## config.mk

```make
export PLATFORM = sky130hd
export DESIGN_NAME = pkt_read_ctrl_flat
export DESIGN_NICKNAME = d
export VERILOG_FILES = /design/src/rtl/pkt_buf_pkg.sv /design/src/rtl/pkt_read_ctrl_if.sv /design/src/rtl/pkt_rd_skid.sv /design/src/rtl/pkt_read_ctrl.sv /design/src/flat_wrapper.sv
export SDC_FILE = /design/constraint.sdc
export NUM_CORES = 1
export LEC_CHECK = 0
export ABC_AREA = 1
export BUFFER_PORTS_ARGS = -buffer_cell sky130_fd_sc_hd__buf_2
export CAP_MARGIN = 20
export CORE_UTILIZATION = 50
export CTS_CLUSTER_DIAMETER = 150
export DETAILED_ROUTE_END_ITERATION = 7
export HOLD_SLACK_MARGIN = 0.02
export PLACE_DENSITY = 0.75
export SKIP_LAST_GASP = 1
export SLEW_MARGIN = 10
export SYNTH_ARGS = -nofsm -noshare
export SYNTH_HDL_FRONTEND = slang
export SYNTH_HIERARCHICAL = 1
export SYNTH_SLANG_ARGS = --single-unit
```

## constraint.sdc

```tcl
create_clock -name iclk -period 2.6 [get_ports iclk]
set_input_delay 0.65 -clock iclk [delete_from_list [all_inputs] [get_ports iclk]]
set_output_delay 0.65 -clock iclk [all_outputs]
set_load 0.02 [all_outputs]
```

## src/rtl/pkt_buf_pkg.sv

```systemverilog
// Shared definitions for the packet buffer read path: default widths, read FSM
// state encoding and the circular-pointer increment.
package pkt_buf_pkg;

    localparam int DATA_WIDTH         = 8;
    localparam int MAX_PACKET_LENGHT  = 1536;
    localparam int DEPTH_RAM          = 2 * MAX_PACKET_LENGHT;
    localparam int LEN_WIDTH          = $clog2(MAX_PACKET_LENGHT + 1);
    localparam int ADDR_WIDTH         = $clog2(DEPTH_RAM);

    typedef enum logic [2:0] {
        ST_IDLE,
        ST_LOAD,
        ST_STREAM,
        ST_DRAIN,
        ST_GAP
    } rd_state_e;

    // Depth need not be a power of two, so the wrap is explicit.
    function automatic int unsigned ptr_wrap_inc(input int unsigned ptr, input int unsigned depth);
        return (ptr == depth - 1) ? 0 : ptr + 1;
    endfunction

endpackage

```

## src/rtl/pkt_read_ctrl_if.sv

```systemverilog
// Bus bundle between the read controller (master) and its environment: length
// FIFO, RAM read port, transmit stream and release/status reporting.
interface pkt_read_ctrl_if
    import pkt_buf_pkg::*;
#(
    parameter int pDATA_WIDTH = DATA_WIDTH,
    parameter int pLEN_WIDTH  = LEN_WIDTH,
    parameter int pADDR_WIDTH = ADDR_WIDTH
);
    logic                   i_len_empty;
    logic [pLEN_WIDTH-1:0]  i_len_data;
    logic                   o_len_rd;
    logic [pADDR_WIDTH-1:0] o_ram_raddr;
    logic [pDATA_WIDTH-1:0] i_ram_rdata;
    logic [pDATA_WIDTH-1:0] o_tx_d;
    logic                   o_tx_dv;
    logic                   o_tx_last;
    logic                   i_tx_ready;
    logic                   o_rel_valid;
    logic [pLEN_WIDTH-1:0]  o_rel_len;
    logic                   o_len_err;
    logic                   o_busy;

    modport master (
        input  i_len_empty, i_len_data, i_ram_rdata, i_tx_ready,
        output o_len_rd, o_ram_raddr, o_tx_d, o_tx_dv, o_tx_last,
               o_rel_valid, o_rel_len, o_len_err, o_busy
    );

    modport slave (
        output i_len_empty, i_len_data, i_ram_rdata, i_tx_ready,
        input  o_len_rd, o_ram_raddr, o_tx_d, o_tx_dv, o_tx_last,
               o_rel_valid, o_rel_len, o_len_err, o_busy
    );

endinterface

```

## src/rtl/pkt_rd_skid.sv

```systemverilog
// Two-entry {last, data} buffer between the RAM return path and the tx stream.
// Head entry is a flop, so output stays stable while the sink stalls.
module pkt_rd_skid #(
    parameter int W = 8
) (
    input  logic         clk,
    input  logic         rst_n,
    input  logic         push,
    input  logic [W-1:0] push_data,
    input  logic         push_last,
    input  logic         pop,
    output logic         o_vld,
    output logic [W-1:0] o_data,
    output logic         o_last,
    output logic [1:0]   o_occ
);
    typedef struct packed {
        logic         last;
        logic [W-1:0] data;
    } entry_t;

    entry_t     mem_q [2];
    entry_t     mem_d [2];
    logic       rd_q, rd_d;
    logic       wr_q, wr_d;
    logic [1:0] cnt_q, cnt_d;

    always_comb begin
        mem_d = mem_q;
        wr_d  = wr_q;
        rd_d  = rd_q;
        if (push) begin
            mem_d[wr_q] = '{last: push_last, data: push_data};
            wr_d        = ~wr_q;
        end
        if (pop) rd_d = ~rd_q;
        cnt_d = cnt_q + {1'b0, push} - {1'b0, pop};
    end

    always_ff @(posedge clk or negedge rst_n) begin
        if (!rst_n) begin
            mem_q[0] <= '0;
            mem_q[1] <= '0;
            rd_q     <= 1'b0;
            wr_q     <= 1'b0;
            cnt_q    <= '0;
        end else begin
            mem_q <= mem_d;
            rd_q  <= rd_d;
            wr_q  <= wr_d;
            cnt_q <= cnt_d;
        end
    end

    assign o_vld  = (cnt_q != 2'd0);
    assign o_data = mem_q[rd_q].data;
    assign o_last = mem_q[rd_q].last;
    assign o_occ  = cnt_q;

endmodule

```

## src/rtl/pkt_read_ctrl.sv

```systemverilog
// Packet buffer read controller: pops length descriptors, walks the circular
// RAM read pointer and streams bytes out. Optional gap: PKT_READ_CTRL_IFG_EN.
module pkt_read_ctrl
    import pkt_buf_pkg::*;
#(
    parameter int pDATA_WIDTH        = DATA_WIDTH,
    parameter int pMAX_PACKET_LENGHT = MAX_PACKET_LENGHT,
    parameter int pDEPTH_RAM         = 2 * pMAX_PACKET_LENGHT,
    parameter int pLEN_WIDTH         = $clog2(pMAX_PACKET_LENGHT + 1),
    parameter int pADDR_WIDTH        = $clog2(pDEPTH_RAM)
`ifdef PKT_READ_CTRL_IFG_EN
    ,
    parameter int pIFG_CYCLES        = 12
`endif
) (
    input  logic           iclk,
    input  logic           i_rst_n,
    pkt_read_ctrl_if.master bus
);
    rd_state_e              state_q, state_d;
    logic [pADDR_WIDTH-1:0] ptr_q, ptr_d;
    logic [pLEN_WIDTH-1:0]  rem_q, rem_d;
    logic [pLEN_WIDTH-1:0]  pkt_len_q, pkt_len_d;
    logic                   infl_q, infl_d;
    logic                   infl_last_q, infl_last_d;
    logic                   len_rd_q, len_rd_d;
    logic                   rel_valid_q, rel_valid_d;
    logic [pLEN_WIDTH-1:0]  rel_len_q, rel_len_d;
    logic                   len_err_q, len_err_d;
    logic                   busy_q, busy_d;
`ifdef PKT_READ_CTRL_IFG_EN
    localparam int GAP_W = $clog2(pIFG_CYCLES + 1);
    logic [GAP_W-1:0]       gap_cnt_q, gap_cnt_d;
`endif

    logic                   skid_vld;
    logic                   skid_last;
    logic [1:0]             skid_occ;
    logic                   pop;
    logic [2:0]             occ_eff;
    logic                   issue;

    pkt_rd_skid #(.W(pDATA_WIDTH)) u_skid (
        .clk       (iclk),
        .rst_n     (i_rst_n),
        .push      (infl_q),
        .push_data (bus.i_ram_rdata),
        .push_last (infl_last_q),
        .pop       (pop),
        .o_vld     (skid_vld),
        .o_data    (bus.o_tx_d),
        .o_last    (skid_last),
        .o_occ     (skid_occ)
    );

    // Counting this cycle's pop lets a new read issue while a byte leaves,
    // which is what keeps a ready-high stream free of bubbles.
    assign pop     = skid_vld & bus.i_tx_ready;
    assign occ_eff = {1'b0, skid_occ} + {2'b0, infl_q} - {2'b0, pop};
    assign issue   = (state_q == ST_STREAM) && (occ_eff < 3'd2);

    always_comb begin
        state_d     = state_q;
        ptr_d       = ptr_q;
        rem_d       = rem_q;
        pkt_len_d   = pkt_len_q;
        infl_d      = 1'b0;
        infl_last_d = 1'b0;
        len_rd_d    = 1'b0;
        rel_valid_d = 1'b0;
        rel_len_d   = '0;
        len_err_d   = 1'b0;
`ifdef PKT_READ_CTRL_IFG_EN
        gap_cnt_d   = gap_cnt_q;
`endif
        case (state_q)
            ST_IDLE: begin
                if (!bus.i_len_empty) begin
                    state_d  = ST_LOAD;
                    len_rd_d = 1'b1;
                end
            end
            ST_LOAD: begin
                if (bus.i_len_data == '0 ||
                    bus.i_len_data > pLEN_WIDTH'(pMAX_PACKET_LENGHT)) begin
                    len_err_d = 1'b1;
                    state_d   = ST_IDLE;
                end else begin
                    rem_d     = bus.i_len_data;
                    pkt_len_d = bus.i_len_data;
                    state_d   = ST_STREAM;
                end
            end
            ST_STREAM: begin
                if (issue) begin
                    ptr_d       = pADDR_WIDTH'(ptr_wrap_inc(32'(ptr_q), pDEPTH_RAM));
                    rem_d       = rem_q - pLEN_WIDTH'(1);
                    infl_d      = 1'b1;
                    infl_last_d = (rem_q == pLEN_WIDTH'(1));
                    if (rem_q == pLEN_WIDTH'(1)) state_d = ST_DRAIN;
                end
            end
            ST_DRAIN: begin
                if (pop && skid_last) begin
                    rel_valid_d = 1'b1;
                    rel_len_d   = pkt_len_q;
`ifdef PKT_READ_CTRL_IFG_EN
                    gap_cnt_d   = '0;
                    state_d     = ST_GAP;
`else
                    state_d     = ST_IDLE;
`endif
                end
            end
`ifdef PKT_READ_CTRL_IFG_EN
            ST_GAP: begin
                if (gap_cnt_q == GAP_W'(pIFG_CYCLES - 1)) state_d = ST_IDLE;
                else gap_cnt_d = gap_cnt_q + GAP_W'(1);
            end
`endif
            default: state_d = ST_IDLE;
        endcase
        busy_d = (state_d != ST_IDLE);
    end

    always_ff @(posedge iclk or negedge i_rst_n) begin
        if (!i_rst_n) begin
            state_q     <= ST_IDLE;
            ptr_q       <= '0;
            rem_q       <= '0;
            pkt_len_q   <= '0;
            infl_q      <= 1'b0;
            infl_last_q <= 1'b0;
            len_rd_q    <= 1'b0;
            rel_valid_q <= 1'b0;
            rel_len_q   <= '0;
            len_err_q   <= 1'b0;
            busy_q      <= 1'b0;
`ifdef PKT_READ_CTRL_IFG_EN
            gap_cnt_q   <= '0;
`endif
        end else begin
            state_q     <= state_d;
            ptr_q       <= ptr_d;
            rem_q       <= rem_d;
            pkt_len_q   <= pkt_len_d;
            infl_q      <= infl_d;
            infl_last_q <= infl_last_d;
            len_rd_q    <= len_rd_d;
            rel_valid_q <= rel_valid_d;
            rel_len_q   <= rel_len_d;
            len_err_q   <= len_err_d;
            busy_q      <= busy_d;
`ifdef PKT_READ_CTRL_IFG_EN
            gap_cnt_q   <= gap_cnt_d;
`endif
        end
    end

    assign bus.o_len_rd    = len_rd_q;
    assign bus.o_ram_raddr = ptr_q;
    assign bus.o_tx_dv     = skid_vld;
    assign bus.o_tx_last   = skid_vld & skid_last;
    assign bus.o_rel_valid = rel_valid_q;
    assign bus.o_rel_len   = rel_len_q;
    assign bus.o_len_err   = len_err_q;
    assign bus.o_busy      = busy_q;

endmodule

```

## src/flat_wrapper.sv

```systemverilog
// flat-port wrapper written by rule: the top's interface ports become plain ports
module pkt_read_ctrl_flat import pkt_buf_pkg::*;
#(
    parameter int pDATA_WIDTH        = DATA_WIDTH,
    parameter int pMAX_PACKET_LENGHT = MAX_PACKET_LENGHT,
    parameter int pDEPTH_RAM         = 2 * pMAX_PACKET_LENGHT,
    parameter int pLEN_WIDTH         = $clog2(pMAX_PACKET_LENGHT + 1),
    parameter int pADDR_WIDTH        = $clog2(pDEPTH_RAM)

)
  (iclk, i_rst_n, bus_i_len_empty, bus_i_len_data, bus_i_ram_rdata, bus_i_tx_ready, bus_o_len_rd, bus_o_ram_raddr, bus_o_tx_d, bus_o_tx_dv, bus_o_tx_last, bus_o_rel_valid, bus_o_rel_len, bus_o_len_err, bus_o_busy);
  pkt_read_ctrl_if #(.pDATA_WIDTH(pDATA_WIDTH), .pLEN_WIDTH(pLEN_WIDTH), .pADDR_WIDTH(pADDR_WIDTH)) bus_i ();
  input  logic iclk;
  input  logic i_rst_n;
  input wire logic [$bits(bus_i.i_len_empty)-1:0] bus_i_len_empty;
  input wire logic [$bits(bus_i.i_len_data)-1:0] bus_i_len_data;
  input wire logic [$bits(bus_i.i_ram_rdata)-1:0] bus_i_ram_rdata;
  input wire logic [$bits(bus_i.i_tx_ready)-1:0] bus_i_tx_ready;
  output wire logic [$bits(bus_i.o_len_rd)-1:0] bus_o_len_rd;
  output wire logic [$bits(bus_i.o_ram_raddr)-1:0] bus_o_ram_raddr;
  output wire logic [$bits(bus_i.o_tx_d)-1:0] bus_o_tx_d;
  output wire logic [$bits(bus_i.o_tx_dv)-1:0] bus_o_tx_dv;
  output wire logic [$bits(bus_i.o_tx_last)-1:0] bus_o_tx_last;
  output wire logic [$bits(bus_i.o_rel_valid)-1:0] bus_o_rel_valid;
  output wire logic [$bits(bus_i.o_rel_len)-1:0] bus_o_rel_len;
  output wire logic [$bits(bus_i.o_len_err)-1:0] bus_o_len_err;
  output wire logic [$bits(bus_i.o_busy)-1:0] bus_o_busy;
  assign bus_i.i_len_empty = bus_i_len_empty;
  assign bus_i.i_len_data = bus_i_len_data;
  assign bus_i.i_ram_rdata = bus_i_ram_rdata;
  assign bus_i.i_tx_ready = bus_i_tx_ready;
  assign bus_o_len_rd = bus_i.o_len_rd;
  assign bus_o_ram_raddr = bus_i.o_ram_raddr;
  assign bus_o_tx_d = bus_i.o_tx_d;
  assign bus_o_tx_dv = bus_i.o_tx_dv;
  assign bus_o_tx_last = bus_i.o_tx_last;
  assign bus_o_rel_valid = bus_i.o_rel_valid;
  assign bus_o_rel_len = bus_i.o_rel_len;
  assign bus_o_len_err = bus_i.o_len_err;
  assign bus_o_busy = bus_i.o_busy;
  pkt_read_ctrl #(.pDATA_WIDTH(pDATA_WIDTH), .pMAX_PACKET_LENGHT(pMAX_PACKET_LENGHT), .pDEPTH_RAM(pDEPTH_RAM), .pLEN_WIDTH(pLEN_WIDTH), .pADDR_WIDTH(pADDR_WIDTH)) u_core (.iclk(iclk), .i_rst_n(i_rst_n), .bus(bus_i));
endmodule
```

==> impl_metrics.yaml <==
place:
  pre_cts_ws_ps: 86.4
  placed_cell_area_sq_um: 4210
  gp_congestion: 0.857
  port_buffers: 59
  place_hpwl_um: 5180
grt:
  grt_start_max_net_pins: 40
  antenna_found_initial: 0
  track_usage_pct: 20.1
  overflow: 0
  grt_pass1_wl_um: 13100
  grt_pass1_vias: 2890
yosys:
  yosysWarnings: 6
  yosysTopAreaCellShare_pct: 49.3
  synth.largest_area_cell: "dfrtp_1"
  syn_nets: 499
  synth-seq-area-share_pct: 49.3
  yosys-top-cells-area: "dfrtp_1 49%, nand2_1 13%, inv_1 6.8%"
  synth_cells: 470
  synth.distinct_cells: 31
  syn-cell-area_sq_um: 3860
  avgSynthCellArea_sq_um: 8.21
  synth_seq_cells: 76
clock_network:
  cts_tree: "done"
  clk_path_buf_depth: 2
  htreeDepth: 3
  ctsHoldBuffers: 0
  cts.sinks: 76
  cts_buffers: 9
  cts-root-buf: "clkbuf_8"
  cts.clk_slew.worst_paths_ps: 80
  clk-insertion-delay-late_ps: 350
route:
  wl_met2_um: 3540
  dr_wl_met3_um: 315
  wire_per_inst_um: 11.6
  drt-total-wl_um: 7370
  highest_layer: "met4"
  ant_nets: 0
  met1Wirelength_um: 3410
  dr.pass1.iters: 4
  vias_per_cell: 4.96
  vias: 3142
  dr.first_iter.drc_count: 112
  route.detailed.drc: 0
min_path:
  hp-class: "in2async"
finish:
  nFillCells: 663
  drive_gt1_share_pct: 22.8
  nets: 559
  fin_area_sq_um: 4480
  area_growth_pct: 16.0
  diodes: 0
  layout_commonest_cell: "nand2_1"
  multi_input_area_sq_um: 1580
  seq_area_sq_um: 1900
  layout_common_cells: "131 x nand2_1, 75 x dfrtp_1, 70 x inv_1, 58 x buf_2"
pwr:
  switchingPower_mw: 1.57
  internal-power_mw: 2.67
  leakage_nw: 2.38
  clkPwrFrac_pct: 26.0
  swShare_pct: 37.0
  vdd_ir_drop_max_mv: 0.335
  p_per_area_nw_per_um2: 947
  p_comb_share_pct: 31.3
  seq_power_share_pct: 42.7
timing:
  setup_violations: 0
  hold_violations: 0
  slew_viol_final: 0
  rsz0062_at_grt: "false"
  min_period_ps: 2370
  worst_slew_pin_slew_ps: 584
  fmax_mhz: 421
  worst_slack_ps: 227
  fin_setup_tns_ps: 0
  skew_ps: 10.7
  max_slew_margin_pct: 61.1
  min_period_over_period_pct: 91.3
worst_setup_path:
  startpoint_type: "flip-flop"
  worst-r2r-setup-slack_ps: 230
  critPathMaxFanout: 15
  path_class: "reg2reg"
  crit_arrival_ps: 2600
  end_kind: "flip-flop"
  required_ps: 2830
floorplan:
  core_sq_um: 7370
  fp.dieW_um: 89.8
  io_pins: 60
  initial_core_util_pct: 52.3
  chipHeight_um: 89.8
  design.die.area_sq_um: 8070
  rows: 31
job:
  cap_violations: 0
run_status:
  outcome: "completed"
[power groups by stage]
stage	logic (mW)	registers (mW)	clock network [mW]
global placement	1.28	1.81	0
floorplan	1.03	1.76	0
CTS	1.33	1.80	1.12
finish	1.33	1.81	1.10
detailed placement	1.33	1.82	0
global route	1.52	1.87	1.18
[area by class of cell]
type	instances	share of cell area [%]
clock inverters	7	2.74
flip-flops and latches	76	42.5
multi-input cells	308	35.3
clock buffers	9	2.77
inverters	72	6.09
well taps	99	2.77
repair buffers	63	7.77
[metrics by stage]
stage	std cells	utilization, %	hold WS (ps)	total power, mW
final	634	60.7	254	4.24
after detailed placement	617	57.1	469	3.14
after global routing	634	60.7	280	4.57
after global placement	617	57.1	465	3.09
after floorplan	470	-	354	2.79
after CTS	633	60.4	262	4.25
[critical path, stage by stage, from the launching register on]
cell and delay (ps):
dfrtp_2 450, inv_1 80, nand2_1 70, nand2_1 120, inv_1 90, nor2_1 80
o21ai_0 110, fa_1 510, nand3_1 120, nor2_4 190, buf_8 170, nand2_1 70
xor2_1 140, nor2_1 50
[cells in the mapped netlist (all sizes together)]
library cell  count
fa                1
xnor2             3
nor2             41
o21bai            2
clkbuf            1
o21ai            53
xor2              4
buf              13
nand3            40
a22oi             1
nand2           136
or2               2
nand4             8
dfrtp            76
inv              72
conb              1
o22ai             1
nor3              9
ha                5
a21boi            1
[registers in the layout, summed over array words and instances, names as in the netlist, 2 cells and up]
name / count
u_core/u_skid/o_occ: 2
u_core/bus.o_ram_raddr: 12
u_core/bus.o_rel_len: 11
u_core/pkt_len_q: 11
u_core/u_skid/mem_q: 18
u_core/rem_q: 11
u_core/state_q: 3
[kinds of logic (layout without fill, tap and decap cells)]
kind of cell    count (synthesis)  in the layout  share of synthesized area, %
fa+ha+maj                       6              6                          2.14
flops                          76             76                          49.3
simple gates                  236            236                          26.8
buf+inv                        86            151                          9.76
xor+xnor                        7              7                          1.59
other cells                     1              1                        0.0972
compound gates                 58             58                          10.3
[path summary, 6_finish.rpt]
path / depth (start not counted) / startpoint / endpoint
max: 13 / u_core/u_skid/o_occ[1] / u_core/bus.o_ram_raddr[3]
min: 1 / i_rst_n / u_core/u_skid/mem_q[10]
max reg2reg: 13 / u_core/u_skid/o_occ[1] / u_core/bus.o_ram_raddr[3]
min reg2reg: 2 / u_core/pkt_len_q[4] / u_core/pkt_len_q[4]
max in group asynchronous: 2 / i_rst_n / u_core/u_skid/o_occ[1]
min in group iclk: 2 / u_core/pkt_len_q[4] / u_core/pkt_len_q[4]
[timing repair]
action                                 in CTS  in global routing
gates resized for setup                     0                  6
endpoints found under the hold margin       0                  0
setup endpoints to repair                   0                 17
buffers inserted                            0                  1
[layer usage]
layer | GRT usage [%] | vias to the layer above
met3 | 3.64 | 9
met1 | 26.6 | 1465
li1 | - | 1589
met4 | 7.38 | 0
met2 | 33.0 | 79
met5 | 0 | -
(Power assumes the default switching activity.)
